**src/rtl/aau_pkg.sv**
```systemverilog
// Shared definitions for the AAU byte-assembly unit: word/lane widths and
// the FSM state encoding, which doubles as the {hi_held, lo_held} flag pair.
package aau_pkg;

  localparam int AW = 16;
  localparam int BW = 8;

  typedef enum logic [1:0] {
    EMPTY = 2'b00,
    LOW   = 2'b01,
    HIGH  = 2'b10,
    FULL  = 2'b11
  } state_t;

endpackage

```
**src/rtl/aau.sv**
```systemverilog
// AAU: assembles a 16-bit word from two byte writes, with post-increment,
// consumer handshake and a sticky overflow flag.
module aau #(
  parameter int AW = aau_pkg::AW,
  parameter int BW = aau_pkg::BW
) (
  input  logic          clk,
  input  logic          rst,
  input  logic [BW-1:0] d,
  input  logic          wl,
  input  logic          wh,
  input  logic          ws,
  input  logic          inc,
  input  logic          ack,
  input  logic          clr,
  output logic [AW-1:0] q,
  output logic          vld,
  output logic          err
);

  import aau_pkg::*;

  state_t        state;
  state_t        next_state;
  state_t        after_ack;
  logic [BW-1:0] lo_byte;
  logic [BW-1:0] hi_byte;
  logic          load_lo;
  logic          load_hi;
  logic          set_err;
  logic          is_full;

  assign is_full   = (state == FULL);
  assign after_ack = (ack && is_full) ? EMPTY : state;

  // Writes act on the state as it stands after any ack in the same cycle.
  always_comb begin
    next_state = after_ack;
    load_lo    = 1'b0;
    load_hi    = 1'b0;
    set_err    = 1'b0;
    if (wl) begin
      load_lo    = 1'b1;
      next_state = state_t'({after_ack[1], 1'b1});
    end else if (wh) begin
      load_hi    = 1'b1;
      next_state = state_t'({1'b1, after_ack[0]});
    end else if (ws) begin
      case (after_ack)
        EMPTY: begin
          load_lo    = 1'b1;
          next_state = LOW;
        end
        LOW: begin
          load_hi    = 1'b1;
          next_state = FULL;
        end
        HIGH: begin
          load_lo    = 1'b1;
          next_state = FULL;
        end
        FULL: begin
          set_err    = 1'b1;
          next_state = FULL;
        end
      endcase
    end
  end

  always_ff @(posedge clk or posedge rst) begin
    if (rst) begin
      state <= EMPTY;
    end else if (clr) begin
      state <= EMPTY;
    end else begin
      state <= next_state;
    end
  end

  // Increment first; a byte load later in this block overrides its lane.
  always_ff @(posedge clk or posedge rst) begin
    if (rst) begin
      lo_byte <= '0;
      hi_byte <= '0;
    end else if (clr) begin
      lo_byte <= '0;
      hi_byte <= '0;
    end else begin
      if (inc && is_full) begin
        {hi_byte, lo_byte} <= {hi_byte, lo_byte} + AW'(1);
      end
      if (load_lo) begin
        lo_byte <= d;
      end
      if (load_hi) begin
        hi_byte <= d;
      end
    end
  end

  always_ff @(posedge clk or posedge rst) begin
    if (rst) begin
      err <= 1'b0;
    end else if (clr) begin
      err <= 1'b0;
    end else if (set_err) begin
      err <= 1'b1;
    end
  end

  assign q   = {hi_byte, lo_byte};
  assign vld = (state == FULL);

endmodule

```
**config.mk**
```make
export PLATFORM = sky130hd
export DESIGN_NAME = aau
export DESIGN_NICKNAME = d
export VERILOG_FILES = /design/src/rtl/aau_pkg.sv /design/src/rtl/aau.sv
export SDC_FILE = /design/constraint.sdc
export NUM_CORES = 1
export LEC_CHECK = 0
export CORE_MARGIN = 4
export CORE_UTILIZATION = 46
export CTS_CLUSTER_SIZE = 10
export DETAILED_ROUTE_END_ITERATION = 10
export GPL_TIMING_DRIVEN = 0
export HOLD_SLACK_MARGIN = 0.02
export MAX_ROUTING_LAYER = met4
export PLACE_DENSITY = 0.79
export SLEW_MARGIN = 20
export SYNTH_ARGS = -nofsm -noshare
export SYNTH_HDL_FRONTEND = slang
export SYNTH_SLANG_ARGS = --single-unit
```
**constraint.sdc**
```tcl
create_clock -name clk -period 2.29 [get_ports clk]
set_clock_uncertainty 0.1 [all_clocks]
set_input_delay 0.458 -clock clk [delete_from_list [all_inputs] [get_ports clk]]
set_output_delay 0.458 -clock clk [all_outputs]
set_load 0.1 [all_outputs]
```
# After elaboration in Yosys (flattened, before gate mapping)
# Index checks and enable logic that the tools add are counted.
# totals
register_bits	19
output_inout_bits	18
in_bits	16
# op_classes
n_reduce_logical	8
addsub	1
n_eq_ne	4
muxes	26
# ops
cell	n
$mux 8	6
$add 16x1->16 const B	1
$mux 1	14
$mux 2	5
$eq 2x2->1 const B	3
$reduce_bool 3->1	2
$pmux 2 s2	1
$reduce_or 3->1	1
$eq 2x1->1 const B	1
$logic_and 1x1->1	2
$logic_not 2->1	1
$reduce_bool 2->1	1
$reduce_or 2->1	1

# Longest topological paths before layout
# logic_depth
ltp_word	11
ltp_mapped	5
mapped_depth_nobuf	5

# Worst setup path after synthesis
# No wires, ideal clock.
# synth_timing
kind	register to register
startpoint	reg lo_byte[2]
endpoint	reg hi_byte[5]
n_path_buf	0
synth_period_minus_slack_ns	2.615
path_slack_ns	-0.325
arrival_ns	2.415
path_stages_with_launch	5
required_time_ns	2.091
setup_time_ns	0.099
path_cell_list	dfrtp_1 nand4_2 or4_4 or3_1 a311oi_1
# synth_between
elab_chain_len	4
# synth_lines
item	line	text
from (decl)	aau.sv:26	logic [BW-1:0] lo_byte;
from (signal assigned)	aau.sv:90	{hi_byte, lo_byte} <= {hi_byte, lo_byte} + AW'(1);
$add 16x1->16	aau.sv:90	
$mux 8	aau.sv:89	if (inc && is_full) begin
$mux 8	aau.sv:95	if (load_hi) begin
$mux 8	aau.sv:85	end else if (clr) begin
to (signal assigned)	aau.sv:90	
to (decl)	aau.sv:27	logic [BW-1:0] hi_byte;
# Every way passes these cells. The select of a mux whose other input is x is not followed.
# A chain may end at the register's enable or synchronous reset.

# Worst setup path in the final report
# layout_timing
startpoint	reg hi_byte[1]
endpoint	out q[9]
# layout_rtl
item	line	text
to (decl)	aau.sv:16	output logic [AW-1:0] q,
# No word-level cell between the ends.

==> run_results.csv <==
group,metric,value,unit
sta,rsz_0062_raised_after_global_routing,"false",
routing,drc,0,
routing,initialDrtViolationCount,45,
clock_tree,htreeDepth,1,
synth,ys_async_sr_fraction,1.00,
flow_run,cap_violations,0,
status,run_status,"finished clean",
synth,ys_dominant_reg_cell,"sky130_fd_sc_hd__dfrtp_1",
clock_tree,postCtsSetupRepairBufs,0,
synth,postSynthCellCount,122,
synth,yosysUniqueCellTypes,35,
global_route,grt_pass1_wl,5.27,mm
power,power.share.switching,0.434,
power,pwr-share-clk,0.201,
synth,avgSynthCellArea,9.22,um2
floorplanning,die_x,57.5,um
clock_tree,cts_made_buffers,3,
synth,synth-seq-cells,19,
power,part_of_the_total_power_dissipated_in_sequential_elements,0.447,
final_layout,layout_commonest_cell,"sky130_fd_sc_hd__nor2_1",
place,gp_routability_congestion,0.832,
routing,drtPass1Iterations,4,
power,p_per_area,590,mW/mm2
place,dpl_cell_area,0.00149,mm2
final_layout,most_frequent_cells_in_the_layout,"20 x sky130_fd_sc_hd__nor2_1, 15 x sky130_fd_sc_hd__dlygate4sd2_1, 13 x sky130_fd_sc_hd__clkdlybuf4s50_1",
synth,syn-cell-area,0.00112,mm2
sta,period_utilization,0.973,
sta,clock.fmax,449,MHz
synth,synth_warnings,0,
power,switching_power,0.387,mW
synth,yosysSeqAreaShare,0.423,
clock_tree,cts_hold_repair.buffers,0,
clock_tree,clock_sink_count,19,
sta,layout_min_cycle_time,2.23,ns
worst_setup_path,critical_path.endpoint_type,"primary output",
worst_hold_path,hold_path_class,"reg2reg",
global_route,globalRouteOverflowTotal,0,
power,vdd.ir_drop.worst,0.000400,V
worst_setup_path,setup.worst_path.start_class,"register",
worst_setup_path,critical_path.max_stage_delay,0.86,ns
sta,finalSetupViolations,0,
final_layout,finalNonFillerCells,186,
routing,vias_per_cell,6.18,
place,placed_insts,182,
sta,finalWorstSetupSlack,0.0611,ns
final_layout,drive_above_1_share,0.146,
clock_tree,ctsRootBufferMaster,"sky130_fd_sc_hd__clkbuf_4",
power,p_total,0.891,mW
worst_setup_path,worstPathCellList,"clkdlybuf4s15_1",
worst_setup_path,cp_data_required_time,1.73,ns
place,hpwl,2.31,mm
routing,final_antenna_net_count,0,
sta,timing.final.max_slew_violations,0,
worst_setup_path,critical-path-top-delay-family,"buffers and inverters",
final_layout,antenna-diode-count,0,
floorplanning,std_cell_rows,17,
place,io_buffers,32,
floorplanning,top_level_ports,34,
floorplanning,die-area,0.00330,mm2
clock_tree,insertion_delay,0.31,ns
worst_setup_path,critical_path.slowest_cell,"sky130_fd_sc_hd__clkdlybuf4s15_1",
power,int_pwr,0.504,mW
routing,drt-total-wl,3.15,mm
floorplanning,chipHeight,57.5,um
synth,synth_nets,139,
worst_setup_path,worst-endpoint-arrival,1.67,ns
global_route,pin_count_of_the_biggest_net_entering_global_routing,20,
worst_setup_path,timing.critical_path.buf_inv,1,
sta,finalSetupTns,0,ns
worst_setup_path,crit_type,"reg2out",
place,place_worst_setup_slack,-0.337,ns
power,power.share.combinational,0.353,
sta,tightest_slew,0.962,ns
worst_setup_path,timing.critical_path.fanout_max,8,
final_layout,finish.net_count,176,
global_route,grt_usage,0.208,
floorplanning,initial_core_util,0.494,
global_route,grt_pass1_vias,1094,
floorplanning,core,0.00228,mm2
final_layout,fin_area,0.00151,mm2
clock_tree,clk_transition_reported_paths,0.12,ns
clock_tree,maximum_clock_path_buffer_count,2,
global_route,grt_antenna_before_repair,0,
routing,route.detailed.wl_per_inst,16.9,um
sta,hold_viol_final,0,
routing,detailroute.via_count,1149,
synth,edff_count_synth,0,
clock_tree,tritoncts_clock_tree,"done",
power,cellLeakagePower,0.617,nW
final_layout,area_growth_syn_to_layout,34.3,%
sta,max_slew_margin,0.361,
per-layer routing:
metal	track usage	share of wire	vias to the layer above	wire, um
li1	-	-	533	-
met3	0.0385	0.072	9	227
met4	0.0728	0.023	0	74
met1	0.294	0.45	544	1420
met5	-	0	-	0
met2	0.297	0.46	63	1440
path summary, 6_finish.rpt:
| path | depth (start not counted) | end | slack [ns] | start |
|---|---|---|---|---|
| setup / recovery | 1 | q[9] | 0.06 | hi_byte[1] |
| hold / removal | 2 | err | 0.41 | err |
| setup reg to reg | 4 | hi_byte[5] | 0.18 | state[0] |
| hold reg to reg | 2 | err | 0.41 | err |
| max in group asynchronous | 2 | hi_byte[0] | 1.11 | rst |
| min in group asynchronous | 2 | lo_byte[5] | 0.46 | rst |
power by group through the flow:
stage	Combinational (mW)	Sequential, mW	Clock (mW)
6_report	0.314	0.398	0.179
2_1_floorplan	0.0765	0.554	0
5_1_grt	0.330	0.402	0.201
3_3_place_gp	0.324	0.402	0
4_1_cts	0.315	0.397	0.183
3_5_place_dp	0.327	0.404	0
registers in the layout (all words and copies together), names as in the netlist:
name     count
state        2
err          1
hi_byte      8
lo_byte      8
layout make-up:
class,count,area (um2)
clock buffers,3,22.5
clock inverters,1,5.00
inverters,4,15.0
fillers,192,766
plain buffers,4,15.0
multi-input cells,95,626
repair buffers,32,305
flip-flops and latches,19,487
well taps,28,35.0
cells in the mapped netlist (2+ instances only):
cell / number / area [um2]
sky130_fd_sc_hd__nor2_1: 20 / 75.1
sky130_fd_sc_hd__dfrtp_1: 19 / 475
sky130_fd_sc_hd__a211oi_1: 10 / 75.1
sky130_fd_sc_hd__nand2_1: 8 / 30.0
sky130_fd_sc_hd__a311oi_1: 6 / 52.6
sky130_fd_sc_hd__nand3_1: 5 / 25.0
sky130_fd_sc_hd__nand4_1: 5 / 31.3
sky130_fd_sc_hd__nor4_1: 5 / 31.3
sky130_fd_sc_hd__xnor2_1: 5 / 43.8
sky130_fd_sc_hd__inv_1: 4 / 15.0
sky130_fd_sc_hd__a21oi_1: 3 / 15.0
sky130_fd_sc_hd__clkbuf_1: 3 / 11.3
sky130_fd_sc_hd__xor2_1: 3 / 26.3
sky130_fd_sc_hd__and4_1: 2 / 17.5
sky130_fd_sc_hd__nor3_1: 2 / 10.0
sky130_fd_sc_hd__nor4b_1: 2 / 17.5
sky130_fd_sc_hd__o21ai_0: 2 / 10.0
stage by stage:
step / utilization / hold slack, ns
after floorplan: - / 0.309
after global placement: 0.655 / 0.398
after detailed placement: 0.655 / 0.399
after CTS: 0.661 / 0.420
after global routing: 0.664 / 0.437
final: 0.664 / 0.413
cell families (layout without fill, tap and decap cells):
logic type                 Yosys count  count (layout)  synth area share
DFF                                 19              19             0.423
and+or+nand+nor                     59              59             0.296
buffers and inverters                8              44            0.0267
xor gates and xnor gates             8               8            0.0623
adders and majority gates            1               1            0.0111
AOI/OAI and AO/OA                   26              26             0.172
muxes                                1               1           0.00890
timing repair:
item                                   CTS  global route
setup endpoints to repair               19             6
endpoints found under the hold margin    0             0
gates resized for setup                 21             3
Note: power is estimated with default switching activity, not from simulation.
==> RTL change 1 (same settings) <==
Make the reset (`rst`) synchronous in 3 clocked blocks.
--- a/src/rtl/aau.sv
+++ b/src/rtl/aau.sv
@@ -68,5 +68,5 @@
   end
 
-  always_ff @(posedge clk or posedge rst) begin
+  always_ff @(posedge clk) begin
     if (rst) begin
       state <= EMPTY;
@@ -79,5 +79,5 @@
 
   // Increment first; a byte load later in this block overrides its lane.
-  always_ff @(posedge clk or posedge rst) begin
+  always_ff @(posedge clk) begin
     if (rst) begin
       lo_byte <= '0;
@@ -99,5 +99,5 @@
   end
 
-  always_ff @(posedge clk or posedge rst) begin
+  always_ff @(posedge clk) begin
     if (rst) begin
       err <= 1'b0;
Function: differs if rst is asserted again (counterexample within 4 cycles, from zero or initial values and one cycle with rst high); with rst held inactive, the same outputs for 10 cycles.
==> RTL change 1 against the original RTL <==
  * Cell area decreased by 7.0%
  * Final cell count increased by 3.8%
  * Routed wire length decreased by 9.5%
  * Sequential share of layout area decreased by 5.2 points
  * Critical path type unchanged
  * Sequential cell count unchanged
  * Highest routed layer unchanged
  * Power decreased by 20%
  * Synthesized area decreased by 7.6%
  * Worst setup slack improved by 0.033 ns
  * Count of clock-buffer cells in the layout increased by 1
  * Register-to-register slack improved by 0.44 ns
==> RTL change 1: results <==
group,metric,value,unit
critical_path,critPathArrivalTime,1.64,ns
critical_path,rr_startpoint,"lo_byte[2]",
clock_tree,worst_skew_pair.late_latency,0.28,ns
yosys,syn-num-nets,146,
cells_and_area,fin_nets,184,
timing,finalHoldWorstSlack,0.3847,ns
global_route,grt_pass1_vias,1039,
global_route,antenna_found_initial,0,
clock_tree,cts_buffers,3,
worst_hold_path,min_path_type,"flip-flop to flip-flop",
status,outcome,"completed",
worst_hold_path,whs_path_depth,2,
detailed_routing,first_iter_violations,34,
cells_and_area,largestRegisters,"hi_byte: 8 flops, lo_byte: 8 flops, state: 2 flops",
cells_and_area,drive_gt1_share,8.434,%
yosys,ys_seq_area_share,36.58,%
yosys,synth_top_flop_cell,"dfxtp_1",
yosys,synth.area.top_cells,"dfxtp_1 37%, a21oi_1 6.7%, xnor2_1 6.7%, nor2_1 5.1%, xor2_1 5.1%",
placement,place.gp.congestion,0.9100,
yosys,synth.distinct_cells,33,
pwr,peakVddDrop,284.9,µV
detailed_routing,dr.pass1.iters,4,
global_route,grt_pass1_wl,5.023,mm
cells_and_area,diodes,0,
global_route,grt_max_degree,11,
worst_hold_path,min_from,"err",
clock_tree,root_buffer,"clkbuf_4",
yosys,yosys_warnings,0,
detailed_routing,viasPerCell,5.534,
timing,fmax,455.4,MHz
clock_tree,htree_num_levels,1,
placement,portBuffers,33,
timing,worstMarginPinSlew,0.9704,ns
critical_path,rrSetupSlack,0.62,ns
detailed_routing,post_drt_wl_per_cell,14.79,µm
critical_path,worstReg2RegEnd,"hi_byte[7]",
placement,hpwl,2.261,mm
yosys,ys_top_cells_by_count,"19 x dfxtp_1, 14 x a21oi_1, 14 x nor2_1",
worst_hold_path,hold_path_end,"err",
critical_path,cp_max_fo,7,
critical_path,start_kind,"flip-flop",
critical_path,worstRegToRegCells,5,
pwr,p_leak,0.5578,nW
clock_tree,cts.reportedPaths.clkPinSlew,0.10,ns
global_route,track_usage,20.37,%
placement,pre_cts_ws,0.04030,ns
yosys,synth-async-reset-ratio,0,%
critical_path,slowest_delay,0.87,ns
[RTL change 1: worst max path at each step]
stage                     slack [ns]    endpoint  cells after the start
after floorplan                 0.03  hi_byte[7]                      5
after global placement          0.06  lo_byte[5]                      6
after detailed placement        0.04         vld                      2
after CTS                       0.02         vld                      2
after global routing            0.02        q[2]                      1
final                           0.09        q[2]                      1
[RTL change 1: kinds of logic (layout without fill, tap and decap cells)]
logic type	Yosys count	after routing	synth area share, %
AOI/OAI and AO/OA	34	34	19.74
xor gates and xnor gates	14	14	11.79
buffers and inverters	6	43	3.129
and+or+nand+nor	55	55	27.56
adders and majority gates	1	1	1.203
DFF	19	19	36.58
[RTL change 1: area by class of cell]
cell class / count / area (µm²)
Clock buffer: 4 / 26.28
Fill cell: 183 / 656.9
Buffer: 4 / 25.02
Multi-Input combinational cell: 104 / 626.9
Timing Repair Buffer: 33 / 305.3
Tap cell: 27 / 33.78
Inverter: 2 / 7.507
Sequential cell: 19 / 380.4
[RTL change 1: layer usage]
metal	global-route usage (%)	share of wire (%)
met1	27.79	46
met2	31.25	47
met3	3.263	5.5
met4	5.208	0.88
met5	-	0
[RTL change 1: what timing repair did]
| item | CTS | global route |
|---|---|---|
| endpoints found under the setup margin | 18 | 2 |
| setup buffers | 0 | 0 |
| resized for setup | 19 | 2 |
[RTL change 1: power by group]
part	leakage (nW)	internal [mW]	total [mW]	switching, mW
registers	0.155	0.343	0.361	0.0176
clock network	0.0150	0.0675	0.165	0.0974
logic	0.388	0.0561	0.185	0.129
[RTL change 1: through the flow]
step                area [µm²]  instances
finish                    1405        193
global route              1405        193
CTS                       1409        193
detailed placement        1404        189
global placement          1404        189
floorplan                 1040        129
==> RTL change 2 (config.mk and constraints unchanged) <==
Made on the original files. Register the output `err` once more, with the module's reset; this adds one clock of latency there. The other outputs are not delayed to match.
--- a/src/rtl/aau.sv
+++ b/src/rtl/aau.sv
@@ -20,4 +20,6 @@
 
   import aau_pkg::*;
+
+  logic err_s0;
 
   state_t        state;
@@ -101,9 +103,9 @@
   always_ff @(posedge clk or posedge rst) begin
     if (rst) begin
-      err <= 1'b0;
+      err_s0 <= 1'b0;
     end else if (clr) begin
-      err <= 1'b0;
+      err_s0 <= 1'b0;
     end else if (set_err) begin
-      err <= 1'b1;
+      err_s0 <= 1'b1;
     end
   end
@@ -112,4 +114,12 @@
   assign vld = (state == FULL);
 
+  always_ff @(posedge clk or posedge rst) begin
+    if (rst) begin
+      err <= '0;
+    end else begin
+      err <= err_s0;
+    end
+  end
+
 endmodule
 
Function: changed (Yosys sat finds a counterexample within 4 cycles, from zero or initial values and one cycle with rst high).
==> RTL change 2 against the original RTL <==
  * Synthesized cell count decreased by 1.6%
  * Worst setup slack got worse by 0.0092 ns
  * Routed wire length decreased by 8.3%
  * Core utilization increased by 0.68 points
  * Critical path depth unchanged
  * Sequential cell count increased by 1
  * Cell area about the same
  * Worst hold slack got worse by 0.11 ns
  * Synthesized area decreased by 0.89%
  * Power increased by 14%
  * Sequential power increased by 3%
==> RTL change 2: results <==
group,metric,value,unit
pwr,p_leak,0.6230,nW
yosys,synth.distinct_cells,31,
detailed_routing,via_count,1076,
detailed_routing,first_iter_violations,43,
detailed_routing,drc,0,
status,outcome,"completed",
placement,dpl_cell_area,1479,µm²
yosys,synth_top_flop_cell,"dfrtp_1",
yosys,ys_seq_area_share,44.89,%
cells_and_area,multi_input_area_share,38.58,%
placement,pre_cts_ws,-0.1926,ns
cells_and_area,area_delta_synth_final,35.58,%
cells_and_area,buf_share,20.94,%
global_route,grt_pass1_wl,4.857,mm
clock_tree,root_buffer,"clkbuf_4",
yosys,synth.area.top_cells,"dfrtp_1 45%, a211oi_1 8.1%, xnor2_1 7.1%, nor2_1 6.7%, nand2_1 2.7%",
cells_and_area,diodes,0,
die,dieArea,3275,µm²
clock_tree,cts_buffer_depth,2,
cells_and_area,fillers,207,
global_route,antenna_found_initial,0,
global_route,grt_use_met2,29.85,%
placement,hpwl,2.145,mm
cells_and_area,drive_gt1_share,10.26,%
cells_and_area,fin_nets,174,
detailed_routing,wl,2.891,mm
placement,place.gp.congestion,0.8603,
cells_and_area,seqAreaFraction,33.69,%
yosys,synthCells,120,
critical_path,slowest_stage,"dlygate4sd2_1",
pwr,p_sw_share,37.92,%
detailed_routing,post_drt_wl_per_cell,15.71,µm
critical_path,cp_max_fo,6,
timing,max_slew_margin,36.09,%
detailed_routing,dr.pass1.iters,6,
cells_and_area,clockNetworkAreaShare,3.477,%
clock_tree,clock_sinks,20,
critical_path,slowest_delay,0.89,ns
yosys,ys_top_cells_by_count,"20 x dfrtp_1, 20 x nor2_1, 12 x a211oi_1",
cells_and_area,multi_input_cells,92,
yosys,syn-num-nets,137,
global_route,grt_max_degree,21,
cells_and_area,clkbuf_count,3,
global_route,use_met1,25.42,%
placement,post-place-cells,180,
pwr,peakVddDrop,521.6,µV
global_route,track_usage,19.66,%
global_route,grt.met3_usage,4.072,%
RTL change 2: cell types whose count changed after synthesis, moves of 2 or more:
cell      unedited run  this run
xnor2_1              5         9
a311oi_1             6         3
nand4_1              5         2
a211oi_1            10        12
or3_1                1         4
nor4b_1              2         0
RTL change 2: layer usage:
metal,share of wire [%],up-vias
li1,-,506
met4,2.2,0
met5,0,-
met3,6.8,7
met2,47,49
met1,44,514
RTL change 2: timing repair:
action | CTS | global route
buffers inserted | 0 | 0
gates resized for setup | 20 | 0
endpoints found under the setup margin | 18 | 0
RTL change 2: cell families (layout without fill, tap and decap cells):
logic type	count (synthesis)	after routing	share of synthesized area [%]
XOR/XNOR	11	11	8.643
multiplexers	1	1	0.8979
AO/OA/AOI/OAI	27	27	17.17
flip-flops	20	20	44.89
buffers and inverters	8	44	2.805
AND/OR/NAND/NOR	52	52	24.47
adder cells (fa/ha/maj)	1	1	1.122
RTL change 2: worst paths after layout:
check                                start    endpoint  slack [ns]  cells after the start
worst max register to register    state[1]  hi_byte[7]        0.19                      5
max in group asynchronous              rst  lo_byte[4]        1.11                      2
min in group asynchronous              rst         err        0.45                      2
worst max-delay path            lo_byte[7]        q[7]        0.05                      1
worst min register to register      err_s0         err        0.31                      0
worst min-delay path                err_s0         err        0.31                      0
RTL change 2: power groups by stage:
| stage | registers, mW | logic (mW) | clock network, mW |
|---|---|---|---|
| final | 0.410 | 0.309 | 0.298 |
| after global routing | 0.416 | 0.325 | 0.316 |
| after CTS | 0.410 | 0.311 | 0.301 |
| after detailed placement | 0.418 | 0.324 | 0 |
| after global placement | 0.415 | 0.322 | 0 |
| after floorplan | 0.569 | 0.0748 | 0 |
